File: config.mk
export PLATFORM = sky130hd
export DESIGN_NAME = hazard_unit_flat
export DESIGN_NICKNAME = d
export VERILOG_FILES = /design/src/rtl/hazard_if.sv /design/src/rtl/hazard_unit.sv /design/src/flat_wrapper.sv
export SDC_FILE = /design/constraint.sdc
export NUM_CORES = 1
export LEC_CHECK = 0
export ABC_CLOCK_PERIOD_IN_PS = 3900
export CORE_ASPECT_RATIO = 0.5
export CORE_MARGIN = 8
export CORE_UTILIZATION = 29
export CTS_CLUSTER_SIZE = 40
export DETAILED_ROUTE_END_ITERATION = 12
export PLACE_DENSITY = 0.8
export SLEW_MARGIN = 40
export SYNTH_ARGS = -nofsm -noshare
export SYNTH_HDL_FRONTEND = slang
export SYNTH_SLANG_ARGS = --single-unit
File: constraint.sdc
create_clock -name clk -period 3.9 [get_ports clk]
set_input_delay 0.975 -clock clk [delete_from_list [all_inputs] [get_ports clk]]
set_output_delay 0.975 -clock clk [all_outputs]
set_load 0.03 [all_outputs]
File: src/rtl/hazard_if.sv
// Pipeline <-> hazard unit signal bundle: pipeline-register fields in, stall/flush/forward controls out.
// master = pipeline side, slave = hazard unit side.
interface hazard_if;
    logic [31:0] IFID_inst;
    logic [4:0]  IDEX_inst25_21;
    logic [4:0]  IDEX_inst20_16;
    logic        IDEX_mem_read;
    logic [4:0]  EXMEM_WriteRegister;
    logic        EXMEM_reg_write;
    logic [4:0]  MEMWB_WriteRegister;
    logic        MEMWB_reg_write;
    logic        EXMEM_branch_taken;
    logic        EXMEM_mem_access;
    logic        dmem_ready;

    logic        pc_write;
    logic        IFID_write;
    logic        IDEX_bubble;
    logic        IFID_flush;
    logic        IDEX_flush;
    logic        EXMEM_flush;
    logic        freeze;
    logic        MEMWB_bubble;
    logic        mem_timeout;
    logic [1:0]  forward_a;
    logic [1:0]  forward_b;
    logic [15:0] stall_cycles;
    logic [15:0] flush_count;
    logic [0:0]  dbg_state;

    modport master (
        output IFID_inst, IDEX_inst25_21, IDEX_inst20_16, IDEX_mem_read,
               EXMEM_WriteRegister, EXMEM_reg_write, MEMWB_WriteRegister, MEMWB_reg_write,
               EXMEM_branch_taken, EXMEM_mem_access, dmem_ready,
        input  pc_write, IFID_write, IDEX_bubble, IFID_flush, IDEX_flush, EXMEM_flush,
               freeze, MEMWB_bubble, mem_timeout, forward_a, forward_b,
               stall_cycles, flush_count, dbg_state
    );

    modport slave (
        input  IFID_inst, IDEX_inst25_21, IDEX_inst20_16, IDEX_mem_read,
               EXMEM_WriteRegister, EXMEM_reg_write, MEMWB_WriteRegister, MEMWB_reg_write,
               EXMEM_branch_taken, EXMEM_mem_access, dmem_ready,
        output pc_write, IFID_write, IDEX_bubble, IFID_flush, IDEX_flush, EXMEM_flush,
               freeze, MEMWB_bubble, mem_timeout, forward_a, forward_b,
               stall_cycles, flush_count, dbg_state
    );
endinterface

File: src/rtl/hazard_unit.sv
// 5-stage pipeline hazard unit: memory-wait freeze, branch flush, load-use stall, operand forwarding.
// Optional performance counters compiled in with `define HAZARD_PERF_EN.
module hazard_unit #(
    parameter int WAIT_LIMIT = 15
) (
    input  logic    clk,
    input  logic    reset,
    hazard_if.slave hz
);
    localparam logic [0:0] RUN      = 1'b0;
    localparam logic [0:0] MEM_WAIT = 1'b1;
    localparam logic [7:0] LIMIT    = WAIT_LIMIT[7:0];

    logic [0:0] r_state;
    logic [0:0] w_state_next;
    logic [7:0] r_wait_cnt;
    logic [7:0] w_wait_inc;
    logic       r_mem_timeout;
    logic [4:0] w_ifid_rs;
    logic [4:0] w_ifid_rt;
    logic       w_load_use;
    logic       w_frozen;
    logic       w_branch_flush;
    logic       w_load_stall;
    logic       w_pc_write;
    logic       w_unused_inst;

    assign w_ifid_rs     = hz.IFID_inst[25:21];
    assign w_ifid_rt     = hz.IFID_inst[20:16];
    assign w_unused_inst = ^{hz.IFID_inst[31:26], hz.IFID_inst[15:0]};

    assign w_load_use = hz.IDEX_mem_read && (hz.IDEX_inst20_16 != 5'd0) &&
                        ((hz.IDEX_inst20_16 == w_ifid_rs) || (hz.IDEX_inst20_16 == w_ifid_rt));

    // Priority is carried by the masks: freeze beats branch flush beats load-use stall.
    // Every control term is gated by reset so the whole block is quiet while reset is low.
    assign w_frozen       = reset && ((r_state == MEM_WAIT) || hz.EXMEM_mem_access) && !hz.dmem_ready;
    assign w_branch_flush = reset && !w_frozen && hz.EXMEM_branch_taken;
    assign w_load_stall   = reset && !w_frozen && !w_branch_flush && w_load_use;
    assign w_pc_write     = reset && !w_frozen && !w_load_stall;

    assign hz.pc_write     = w_pc_write;
    assign hz.IFID_write   = w_pc_write;
    assign hz.IDEX_bubble  = w_load_stall;
    assign hz.IFID_flush   = w_branch_flush;
    assign hz.IDEX_flush   = w_branch_flush;
    assign hz.EXMEM_flush  = w_branch_flush;
    assign hz.freeze       = w_frozen;
    assign hz.MEMWB_bubble = w_frozen;
    assign hz.mem_timeout  = r_mem_timeout;
    assign hz.dbg_state    = r_state;

    function automatic logic [1:0] fwd_sel(input logic en, input logic [4:0] src,
                                           input logic ex_we, input logic [4:0] ex_rd,
                                           input logic wb_we, input logic [4:0] wb_rd);
        logic [1:0] sel;
        sel = 2'b00;
        if (en && ex_we && (ex_rd != 5'd0) && (ex_rd == src)) begin
            sel = 2'b10;
        end else if (en && wb_we && (wb_rd != 5'd0) && (wb_rd == src)) begin
            sel = 2'b01;
        end
        return sel;
    endfunction

    assign hz.forward_a = fwd_sel(reset, hz.IDEX_inst25_21, hz.EXMEM_reg_write,
                                  hz.EXMEM_WriteRegister, hz.MEMWB_reg_write, hz.MEMWB_WriteRegister);
    assign hz.forward_b = fwd_sel(reset, hz.IDEX_inst20_16, hz.EXMEM_reg_write,
                                  hz.EXMEM_WriteRegister, hz.MEMWB_reg_write, hz.MEMWB_WriteRegister);

    always_comb begin
        w_state_next = r_state;
        case (r_state)
            RUN:      if (hz.EXMEM_mem_access && !hz.dmem_ready) w_state_next = MEM_WAIT;
            MEM_WAIT: if (hz.dmem_ready) w_state_next = RUN;
            default:  w_state_next = RUN;
        endcase
    end

    always_ff @(posedge clk or negedge reset) begin
        if (!reset) begin
            r_state <= RUN;
        end else begin
            r_state <= w_state_next;
        end
    end

    // Counts every cycle spent in MEM_WAIT, including the one in which memory answers.
    assign w_wait_inc = (r_wait_cnt == 8'hFF) ? 8'hFF : r_wait_cnt + 8'd1;

    always_ff @(posedge clk or negedge reset) begin
        if (!reset) begin
            r_wait_cnt    <= 8'd0;
            r_mem_timeout <= 1'b0;
        end else if (r_state == RUN) begin
            r_wait_cnt <= 8'd0;
        end else begin
            r_wait_cnt <= w_wait_inc;
            if (w_wait_inc >= LIMIT) begin
                r_mem_timeout <= 1'b1;
            end
        end
    end

`ifdef HAZARD_PERF_EN
    logic [15:0] r_stall_cycles;
    logic [15:0] r_flush_count;

    always_ff @(posedge clk or negedge reset) begin
        if (!reset) begin
            r_stall_cycles <= 16'd0;
            r_flush_count  <= 16'd0;
        end else begin
            if (!w_pc_write && (r_stall_cycles != 16'hFFFF)) begin
                r_stall_cycles <= r_stall_cycles + 16'd1;
            end
            if (w_branch_flush && (r_flush_count != 16'hFFFF)) begin
                r_flush_count <= r_flush_count + 16'd1;
            end
        end
    end

    assign hz.stall_cycles = r_stall_cycles;
    assign hz.flush_count  = r_flush_count;
`else
    assign hz.stall_cycles = 16'd0;
    assign hz.flush_count  = 16'd0;
`endif
endmodule

File: src/flat_wrapper.sv
// flat-port wrapper written by rule: the top's interface ports become plain ports
module hazard_unit_flat 
#(
    parameter int WAIT_LIMIT = 15
)
  (clk, reset, hz_IFID_inst, hz_IDEX_inst25_21, hz_IDEX_inst20_16, hz_IDEX_mem_read, hz_EXMEM_WriteRegister, hz_EXMEM_reg_write, hz_MEMWB_WriteRegister, hz_MEMWB_reg_write, hz_EXMEM_branch_taken, hz_EXMEM_mem_access, hz_dmem_ready, hz_pc_write, hz_IFID_write, hz_IDEX_bubble, hz_IFID_flush, hz_IDEX_flush, hz_EXMEM_flush, hz_freeze, hz_MEMWB_bubble, hz_mem_timeout, hz_forward_a, hz_forward_b, hz_stall_cycles, hz_flush_count, hz_dbg_state);
  hazard_if hz_i ();
  input  logic clk;
  input  logic reset;
  input wire logic [$bits(hz_i.IFID_inst)-1:0] hz_IFID_inst;
  input wire logic [$bits(hz_i.IDEX_inst25_21)-1:0] hz_IDEX_inst25_21;
  input wire logic [$bits(hz_i.IDEX_inst20_16)-1:0] hz_IDEX_inst20_16;
  input wire logic [$bits(hz_i.IDEX_mem_read)-1:0] hz_IDEX_mem_read;
  input wire logic [$bits(hz_i.EXMEM_WriteRegister)-1:0] hz_EXMEM_WriteRegister;
  input wire logic [$bits(hz_i.EXMEM_reg_write)-1:0] hz_EXMEM_reg_write;
  input wire logic [$bits(hz_i.MEMWB_WriteRegister)-1:0] hz_MEMWB_WriteRegister;
  input wire logic [$bits(hz_i.MEMWB_reg_write)-1:0] hz_MEMWB_reg_write;
  input wire logic [$bits(hz_i.EXMEM_branch_taken)-1:0] hz_EXMEM_branch_taken;
  input wire logic [$bits(hz_i.EXMEM_mem_access)-1:0] hz_EXMEM_mem_access;
  input wire logic [$bits(hz_i.dmem_ready)-1:0] hz_dmem_ready;
  output wire logic [$bits(hz_i.pc_write)-1:0] hz_pc_write;
  output wire logic [$bits(hz_i.IFID_write)-1:0] hz_IFID_write;
  output wire logic [$bits(hz_i.IDEX_bubble)-1:0] hz_IDEX_bubble;
  output wire logic [$bits(hz_i.IFID_flush)-1:0] hz_IFID_flush;
  output wire logic [$bits(hz_i.IDEX_flush)-1:0] hz_IDEX_flush;
  output wire logic [$bits(hz_i.EXMEM_flush)-1:0] hz_EXMEM_flush;
  output wire logic [$bits(hz_i.freeze)-1:0] hz_freeze;
  output wire logic [$bits(hz_i.MEMWB_bubble)-1:0] hz_MEMWB_bubble;
  output wire logic [$bits(hz_i.mem_timeout)-1:0] hz_mem_timeout;
  output wire logic [$bits(hz_i.forward_a)-1:0] hz_forward_a;
  output wire logic [$bits(hz_i.forward_b)-1:0] hz_forward_b;
  output wire logic [$bits(hz_i.stall_cycles)-1:0] hz_stall_cycles;
  output wire logic [$bits(hz_i.flush_count)-1:0] hz_flush_count;
  output wire logic [$bits(hz_i.dbg_state)-1:0] hz_dbg_state;
  assign hz_i.IFID_inst = hz_IFID_inst;
  assign hz_i.IDEX_inst25_21 = hz_IDEX_inst25_21;
  assign hz_i.IDEX_inst20_16 = hz_IDEX_inst20_16;
  assign hz_i.IDEX_mem_read = hz_IDEX_mem_read;
  assign hz_i.EXMEM_WriteRegister = hz_EXMEM_WriteRegister;
  assign hz_i.EXMEM_reg_write = hz_EXMEM_reg_write;
  assign hz_i.MEMWB_WriteRegister = hz_MEMWB_WriteRegister;
  assign hz_i.MEMWB_reg_write = hz_MEMWB_reg_write;
  assign hz_i.EXMEM_branch_taken = hz_EXMEM_branch_taken;
  assign hz_i.EXMEM_mem_access = hz_EXMEM_mem_access;
  assign hz_i.dmem_ready = hz_dmem_ready;
  assign hz_pc_write = hz_i.pc_write;
  assign hz_IFID_write = hz_i.IFID_write;
  assign hz_IDEX_bubble = hz_i.IDEX_bubble;
  assign hz_IFID_flush = hz_i.IFID_flush;
  assign hz_IDEX_flush = hz_i.IDEX_flush;
  assign hz_EXMEM_flush = hz_i.EXMEM_flush;
  assign hz_freeze = hz_i.freeze;
  assign hz_MEMWB_bubble = hz_i.MEMWB_bubble;
  assign hz_mem_timeout = hz_i.mem_timeout;
  assign hz_forward_a = hz_i.forward_a;
  assign hz_forward_b = hz_i.forward_b;
  assign hz_stall_cycles = hz_i.stall_cycles;
  assign hz_flush_count = hz_i.flush_count;
  assign hz_dbg_state = hz_i.dbg_state;
  hazard_unit #(.WAIT_LIMIT(WAIT_LIMIT)) u_core (.clk(clk), .reset(reset), .hz(hz_i));
endmodule
# == After elaboration in Yosys (flattened, before gate mapping) ==
# Cells that the tools add are included.
# word_totals
romBits,0
wordCells,50
latchBits,0
ram_bits,0
memories,0
input_bits,60
regBits,10
# op_classes
reduce_logical,28
magnitude_cmp,1
n_addsub,1
eq_ne,7
mux,9
shift,0
div_mod_pow,0
mul,0
n_bitwise,1
# op_table
operator,count
$eq 5x5->1,6
$logic_and 1x1->1,18
$mux 8,2
$reduce_bool 5->1,3
$add 8x1->8 const B,1
$eq 8x8->1 const B,1
$ge 8x4->1 const B,1
$logic_not 1->1,4
$mux 1,4
$mux 2,2
$logic_or 1x1->1,2
$pmux 1 s2,1
$reduce_and 2->1,1
$not 1->1,1

# == Longest topological paths before layout ==
# Gate-level depths: netlist of the first run.
# logic_depth
ltp_word,11
ltp_mapped,6
ltp_nobuf,5

# == Worst setup path before layout of the first run ==
# OpenSTA, ideal clock, no wires.
# synth_timing
path_kind,input -> output
startpoint,in hz_EXMEM_WriteRegister[1]
endpoint,out hz_forward_a[0]
required_ps,2925
stages,4
path_slack_ps,395
arrival_ps,2530
path_buffers,0
path_cell_list,or4_1 > o211ai_2 > nor4_2 > nor4_2
# synth_between
elab_chain_cells,4
# synth_rtl
item,line,source
"start, declared",flat_wrapper.sv:14,input wire logic [$bits(hz_i.EXMEM_WriteRegister)-1:0] hz_EXMEM_WriteRegister;
$reduce_bool 5->1,hazard_unit.sv:58,if (en && ex_we && (ex_rd != 5'd0) && (ex_rd == src)) begin
$logic_and 1x1->1,hazard_unit.sv:58,
$logic_and 1x1->1 (*),hazard_unit.sv:58,
$mux 2 (*),hazard_unit.sv:58,
"end, declared",flat_wrapper.sv:30,output wire logic [$bits(hz_i.forward_a)-1:0] hz_forward_a;
# Every way passes the cells marked *; elsewhere a longest branch is shown, timed or not.

# == Worst setup path after layout of the first run ==
# layout_timing
startpoint,in hz_EXMEM_WriteRegister[1]
endpoint,out hz_forward_b[0]
# layout_between
elab_chain_cells,4
# layout_rtl
item,line,source
$reduce_bool 5->1,hazard_unit.sv:58,
$logic_and 1x1->1,hazard_unit.sv:58,
$logic_and 1x1->1 (*),hazard_unit.sv:58,
$mux 2 (*),hazard_unit.sv:58,
"end, declared",flat_wrapper.sv:31,output wire logic [$bits(hz_i.forward_b)-1:0] hz_forward_b;
# Marks and branches as above.

==> results of run 1 <==
-- per-stage QoR --
step / worst slack (ns) / instances / power [mW] / hold slack (ns)
after floorplan: 0.3948 / 183 / 0.2327 / 0.4833
after global placement: 0.02477 / 257 / 0.2735 / 0.5270
after detailed placement: 0.02766 / 257 / 0.2766 / 0.5501
after CTS: 0.01776 / 260 / 0.3864 / 0.5595
after global routing: 0.1083 / 260 / 0.4044 / 0.6054
final: 0.2050 / 260 / 0.3823 / 0.5564
-- synth_stat cells --
cell type  number  area, µm²
o21a_1          2      15.01
conb_1          1      3.750
nor3b_1         2      15.01
nor4_2          4      50.05
o311a_1         1      10.01
ha_1            1      12.51
and4b_1         1      10.01
xor2_1         26      227.7
o21ai_0         3      15.01
a22oi_1         1      7.510
and3_1          3      18.77
o211ai_2        1      12.51
dfrtp_1        10      250.2
or4_1           3      22.52
nor3_1          6      30.03
xnor2_1         7      61.31
nand4_1         1      6.260
and2_1          1      6.260
buf_4          36      270.3
nand2_1         4      15.01
inv_1           1      3.750
o21ba_2         1      10.01
a21oi_1         1      5.000
nand3_1         6      30.03
or2_2           2      12.51
o21bai_1        1      7.510
a31oi_1         3      18.77
o2111ai_1       2      17.52
or3_1           1      6.260
clkbuf_1        9      33.78
a21boi_0        4      30.03
nor2b_1         1      6.260
nor2_1          6      22.52
-- area by class of cell --
class                      instances  area share
tap                               57     0.04031
clock buffer                       3     0.02334
timing repair buffer              62      0.3281
sequential                        10      0.1414
inverter                           1    0.002122
multi-input combinational        127      0.4646
-- worst max-delay path, delay by kind of cell --
kind,cells,cell delay (ns)
AND/OR/NAND/NOR,3,0.91
AO/OA/AOI/OAI,1,0.21
buffers and inverters,2,0.62
-- flip-flops by register name, indices dropped and copies added (netlist names) --
name / flops
u_core.r_wait_cnt: 8
u_core.hz.dbg_state: 1
u_core.hz.mem_timeout: 1
-- report_power, final --
part / total, mW / internal (mW) / switching [mW]
logic: 0.165 / 0.0704 / 0.0943
registers: 0.110 / 0.106 / 0.00395
clock network: 0.107 / 0.0675 / 0.0396
-- final timing paths --
path | end | cells past startpoint
max in group asynchronous | u_core.r_wait_cnt[0] | 2
setup reg to reg | u_core.hz.mem_timeout | 5
hold / removal | u_core.r_wait_cnt[0] | 1
setup / recovery | hz_forward_b[0] | 6
min in group asynchronous | u_core.r_wait_cnt[4] | 2
hold reg to reg | u_core.r_wait_cnt[0] | 1
-- per-layer routing --
| layer | GRT usage | wire length [µm] | up-vias |
|---|---|---|---|
| li1 | - | - | 549 |
| met1 | 0.09507 | 1240 | 533 |
| met2 | 0.1876 | 1811 | 37 |
| met3 | 0.01132 | 216 | 5 |
| met4 | 0.04508 | 53 | 0 |
| met5 | 0 | 0 | - |
-- cells by family after synthesis --
group           after synthesis  share of synthesized area
compound gates               20                     0.1178
xor+xnor                     33                     0.2287
fa+ha+maj                     1                   0.009899
buf+inv                      46                     0.2436
flops                        10                     0.1980
other cells                   1                   0.002967
simple gates                 41                     0.1990
==> flow_summary.toml, run 1 <==
[floorplan]
ios = 106
die_w_um = 109.4
core_area_um2 = 4297
start_util = 0.2941
row_count = 17
die_h_um = 62.68
dieArea_um2 = 6854

[placed_design]
dp_hpwl_mm = 2.916
place_area_um2 = 1725
portBuffers = 51
routabilityCongestion = 0.8472

[cells_and_area]
layout_common_cells = "44 x clkdlybuf4s50_1, 32 x conb_1, 26 x xor2_1, 17 x buf_4, 10 x dfrtp_1"
regArea_um2 = 250.2
fin_util = 0.4118
layout-drive-gt1-share = 0.1379
layout_commonest_cell = "clkdlybuf4s50_1"
fin_area_um2 = 1769
area_growth_pct = 40.00
n_fill_cell = 419
nNetsFinal = 266
antenna_cells = 0
multi_input_area_um2 = 822.0

[logic_synthesis]
syn-mean-instance-area_um2 = 8.314
seq_area_frac_synth = 0.1980
syn_inst = 152
netlist_area_um2 = 1264
synth_cell_type_count = 33
ys_seq_elements = 10
yosysWarnings = 0

[global_route]
grt_pass1_wl_mm = 5.416
grt_overflow_total = 0
grt_usage = 0.09517
grt_pass1_vias = 1225
grt_max_degree = 12
antenna_found_initial = 0

[timing]
setup_tns_ns = 0
rsz0062_at_grt = "false"
max_clock_freq_mhz = 270.6
period_share = 0.9474
hold_violations = 0
slew_violations = 0
finalSetupViolCount = 0
period_minus_slack_ns = 3.695
skew_ns = 0.0008217

[flow_run]
drv_cap = 0

[run_status]
status = "complete, no violations"

[pwr]
p_leak_nw = 0.7803
power.density_nw_per_um2 = 216.1
ir_worst_vdd_uv = 94.12

[critical_path]
path_class = "in2out"
critPathLaunch = "hz_EXMEM_WriteRegister[1]"
cp.required_ns = 2.92
worstPathArrival_ns = 2.72
cp-end-kind = "primary output"
rrSetupSlack_ns = 2.34
cpPeakStageDelay_ns = 0.53
start_kind = "input port"
reg2reg_from = "u_core.r_wait_cnt[0]"
cp_common_cell = "nor4_2"
critical-path-slowest-cell = "or4_1"
crit_fanout = 2
path_cells = "clkdlybuf4s50_1 > or4_1 > o211ai_2 > nor4_2 > nor4_2 > buf_4"

[route]
ant_nets = 0
wl_mm = 3.322
dr.pass1.iters = 4
wl_per_cell_um = 12.78
via_per_inst = 4.323
drcViolationCount = 0
drt_iter0_markers = 128
vias = 1124

[worst_hold_path]
min_path_type = "reg2reg"
min_from = "u_core.r_wait_cnt[0]"

[clock_tree]
h-tree-depth = 1
cts_tree = "yes"
ctsResizeCount = 0
post-cts-setup-buffer-count = 0
root_buffer = "clkbuf_8"
cts_made_buffers = 3
clk_latency_ns = 0.24
clkTransAtPathRegs_ns = 0.04
clockBufferDepth = 2
holdBufCountCts = 0
clock-sinks = 10
No activity file was read; power rests on OpenSTA's default activity.
==> run 2: changes to the inputs <==
==> constraint.sdc (replaced) <==
create_clock -name clk -period 3.9 [get_ports clk]
set_input_delay 0.975 -clock clk [delete_from_list [all_inputs] [get_ports clk]]
set_output_delay 0.975 -clock clk [all_outputs]
set_load 0.1 [all_outputs]
==> flow_summary.toml, run 2 (synthesized netlist as in run 1, its figures left out) <==
[global_route]
antenna_found_initial = 0
grt_pass1_wl_mm = 5.554
grt_overflow_total = 0
grt_max_degree = 12
grt_pass1_vias = 1148
grt_usage = 0.1017

[cells_and_area]
fin_util = 0.4479
largest_reg_flops = 8
nNetsFinal = 263
fin_cells = 257
regMostFlops = "u_core.r_wait_cnt"
area_growth_pct = 52.28
layout_common_cells = "37 x clkdlybuf4s50_1, 32 x conb_1, 26 x xor2_1, 12 x buf_12, 10 x dfrtp_1"
layout_commonest_cell = "clkdlybuf4s50_1"
layout-drive-gt1-share = 0.1750
antenna_cells = 0

[route]
via_per_inst = 4.339
vias = 1115
ant_nets = 0
wl_mm = 3.477
drcViolationCount = 0
dr.pass1.iters = 4
wl_per_cell_um = 13.53
drt_iter0_markers = 10

[pwr]
p_leak_nw = 0.8093
seqPwrFrac = 0.212
p_int_uw = 254.1
switching_share = 0.5103
ir_worst_vdd_uv = 92.92
p_comb_frac = 0.590
netSwitchingPower_uw = 264.8
power.density_nw_per_um2 = 269.7
power.total_uw = 519.0
clkPwrFrac = 0.198

[critical_path]
path_class = "in2out"
path_delay_family = "simple AND/OR/NAND/NOR gates"
critPathLaunch = "hz_EXMEM_WriteRegister[1]"
path_cells = "clkdlybuf4s50_1 > or4_4 > o211ai_4 > nor4_4 > nor4_4 > buf_12"
cp_num_buf_inv = 2
start_kind = "input port"
worstPathArrival_ns = 2.78
cp-end-kind = "primary output"
reg2reg_from = "u_core.r_wait_cnt[0]"
cpPeakStageDelay_ns = 0.56
cp_common_cell = "nor4_4"
cp.required_ns = 2.92
critical-path-slowest-cell = "or4_4"
crit_fanout = 2

[placed_design]
routabilityCongestion = 0.8636
dp_cells = 254
dp_hpwl_mm = 3.082
portBuffers = 51

[clock_tree]
h-tree-depth = 1
clkTransAtPathRegs_ns = 0.04
clk_latency_ns = 0.23
holdBufCountCts = 0
post-cts-setup-buffer-count = 0
ctsResizeCount = 0
clock-sinks = 10
cts_tree = "yes"
cts_made_buffers = 3
root_buffer = "clkbuf_8"
clockBufferDepth = 2

[timing]
finalSetupViolCount = 0
hold_ws_ns = 0.5576
setup_tns_ns = 0
rsz0062_at_grt = "false"
hold_violations = 0
slew_violations = 0
period_share = 0.9632
max_clock_freq_mhz = 266.2
skew_ns = 0.0005023
period_minus_slack_ns = 3.756

[floorplan]
dieArea_um2 = 6854
start_util = 0.2941
row_count = 17
die_w_um = 109.4
ios = 106
core_area_um2 = 4297
die_h_um = 62.68

[flow_run]
drv_cap = 0

[worst_hold_path]
min_from = "u_core.r_wait_cnt[0]"
min_path_type = "reg2reg"

[run_status]
status = "complete, no violations"
## run 2: metal layers
layer	track usage	wire length, µm	vias to the layer above
li1	-	-	545
met1	0.1027	1306	519
met2	0.1801	1859	43
met3	0.02263	186	8
met4	0.07346	125	0
met5	0	0	-
## run 2: final timing paths
check / to / slack, ns / cells past startpoint
min in group asynchronous: u_core.r_wait_cnt[0] / 1.31 / 2
min reg2reg: u_core.r_wait_cnt[0] / 0.56 / 1
max reg2reg: u_core.hz.mem_timeout / 2.38 / 5
max: hz_forward_a[0] / 0.14 / 6
max in group asynchronous: u_core.r_wait_cnt[7] / 2.45 / 2
min: u_core.r_wait_cnt[0] / 0.56 / 1
## run 2: metrics by stage
step	worst slack, ns	cell area, µm²
floorplan	-0.1857	1433
finish	0.1435	1924
CTS	0.04730	1924
global route	0.06251	1924
detailed placement	0.04733	1883
global placement	0.05249	1888
## run 2: cell type report
type                    count  area [µm²]
clock buffers               3       41.29
multi-input cells         127       874.6
flip-flops and latches     10       250.2
fillers                   423        2372
well taps                  57       71.32
repair buffers             59       683.2
inverters                   1       3.754
## run 2: power groups by stage
stage / clock network (mW) / logic [mW] / registers [mW]
2_1_floorplan: 0 / 0.247 / 0.115
3_3_place_gp: 0 / 0.302 / 0.111
3_5_place_dp: 0 / 0.306 / 0.112
4_1_cts: 0.107 / 0.306 / 0.110
5_1_grt: 0.116 / 0.318 / 0.110
6_report: 0.103 / 0.306 / 0.110
==> run 3: changes to the inputs <==
Settings changed: ABC_CLOCK_PERIOD_IN_PS 3900 to 3330, PLACE_DENSITY 0.8 to 0.83, SKIP_CTS_REPAIR_TIMING set to 1.
Clock period 3.9 ns to 3.33 ns, I/O delays scaled along.
==> flow_summary.toml, run 3 (synthesized netlist as in run 1, its figures left out) <==
[cells_and_area]
layout_common_cells = "32 x conb_1, 27 x clkdlybuf4s50_1, 26 x xor2_1, 18 x buf_4, 12 x buf_12"
nNetsFinal = 271
regMostFlops = "u_core.r_wait_cnt"
largest_reg_flops = 8
layout-drive-gt1-share = 0.2356
area_growth_pct = 62.38
antenna_cells = 0
fin_cells = 265
n_fill_cell = 403
layout_commonest_cell = "conb_1"

[flow_run]
drv_cap = 0

[critical_path]
start_kind = "input port"
cp.required_ns = 2.50
cp_num_buf_inv = 2
path_class = "in2out"
worstPathArrival_ns = 2.40
cp-end-kind = "primary output"
critical-path-slowest-cell = "clkdlybuf4s50_1"
path_cells = "clkdlybuf4s50_1 > xor2_1 > nor3_2 > o2111ai_2 > nor4_4 > buf_12"
crit_fanout = 3
cpPeakStageDelay_ns = 0.48
path_delay_family = "buffers and inverters"

[global_route]
grt_pass1_wl_mm = 5.906
grt_pass1_vias = 1228
grt_max_degree = 16
grt_usage = 0.1070
antenna_found_initial = 0
grt_overflow_total = 0

[placed_design]
routabilityCongestion = 0.8711
portBuffers = 51
dp_hpwl_mm = 3.199
dp_cells = 262

[clock_tree]
cts_tree = "yes"
cts_made_buffers = 3
h-tree-depth = 1
clkTransAtPathRegs_ns = 0.04
root_buffer = "clkbuf_8"
clk_latency_ns = 0.23
clockBufferDepth = 2
clock-sinks = 10

[pwr]
p_leak_nw = 0.9546
power.total_uw = 620.4
ir_worst_vdd_uv = 99.39
power.density_nw_per_um2 = 302.3

[route]
ant_nets = 0
wl_per_cell_um = 13.98
via_per_inst = 4.396
drcViolationCount = 0
wl_mm = 3.705
dr.pass1.iters = 4
drt_iter0_markers = 10
vias = 1165

[worst_hold_path]
min_path_type = "reg2reg"

[floorplan]
ios = 106
die_h_um = 62.68
dieArea_um2 = 6854
start_util = 0.2941
core_area_um2 = 4297
row_count = 17
die_w_um = 109.4

[timing]
hold_violations = 0
slew_violations = 0
period_minus_slack_ns = 3.233
skew_ns = 0.003092
finalSetupViolCount = 0
period_share = 0.9710
max_clock_freq_mhz = 309.3

[run_status]
status = "complete, no violations"
-- run 3: metrics by stage --
| step | setup WS [ns] | utilization | setup TNS, ns | cell area [µm²] | hold slack, ns |
|---|---|---|---|---|---|
| 3_5_place_dp | -0.1979 | 0.4560 | -0.3919 | 1959 | 0.5310 |
| 3_3_place_gp | -0.1585 | 0.4560 | -0.3070 | 1959 | 0.5215 |
| 4_1_cts | -0.1979 | 0.4656 | -0.3919 | 2001 | 0.5394 |
| 5_1_grt | -0.01105 | 0.4776 | -0.01105 | 2052 | 0.6160 |
| 6_report | 0.09652 | 0.4776 | 0 | 2052 | 0.5382 |
| 2_1_floorplan | -0.4098 | - | -0.8018 | 1454 | 0.4833 |
-- run 3: cell type report --
class | count | area, µm² | share of cell area
Sequential cell | 10 | 250.2 | 0.1220
Inverter | 1 | 3.754 | 0.001829
Clock buffer | 3 | 41.29 | 0.02012
Multi-Input combinational cell | 127 | 914.6 | 0.4457
Timing Repair Buffer | 67 | 770.7 | 0.3756
Tap cell | 57 | 71.32 | 0.03476
-- run 3: where the power goes --
part	internal (mW)	total, mW	leakage (nW)	switching (mW)
combinational	0.0998	0.370	0.796	0.270
clock	0.0787	0.122	0.0216	0.0429
sequential	0.125	0.129	0.137	0.00409
-- run 3: worst register-to-register path, delay by kind of cell, from the launching register on --
kind / cells / cell delay [ns]
and+or+nand+nor: 2 / 0.56
adders and majority gates: 1 / 0.25
AOI/OAI and AO/OA: 2 / 0.17
DFF: 1 / 0.41
-- run 3: routing by layer --
metal | wire, µm | vias to the layer above | track usage
li1 | - | 559 | -
met2 | 2079 | 50 | 0.2048
met4 | 72 | 0 | 0.05008
met3 | 203 | 7 | 0.01852
met5 | 0 | - | 0
met1 | 1350 | 549 | 0.1087
-- run 3: path summary, 6_finish.rpt --
| path | to | slack, ns | cells past startpoint | startpoint |
|---|---|---|---|---|
| min | u_core.r_wait_cnt[0] | 0.54 | 1 | u_core.r_wait_cnt[0] |
| max in group asynchronous | u_core.r_wait_cnt[4] | 2.10 | 2 | reset |
| max reg2reg | u_core.hz.mem_timeout | 1.81 | 5 | u_core.r_wait_cnt[0] |
| min reg2reg | u_core.r_wait_cnt[0] | 0.54 | 1 | u_core.r_wait_cnt[0] |
| max | hz_forward_b[0] | 0.1 | 6 | hz_MEMWB_WriteRegister[4] |
| min in group asynchronous | u_core.r_wait_cnt[2] | 1.06 | 2 | reset |
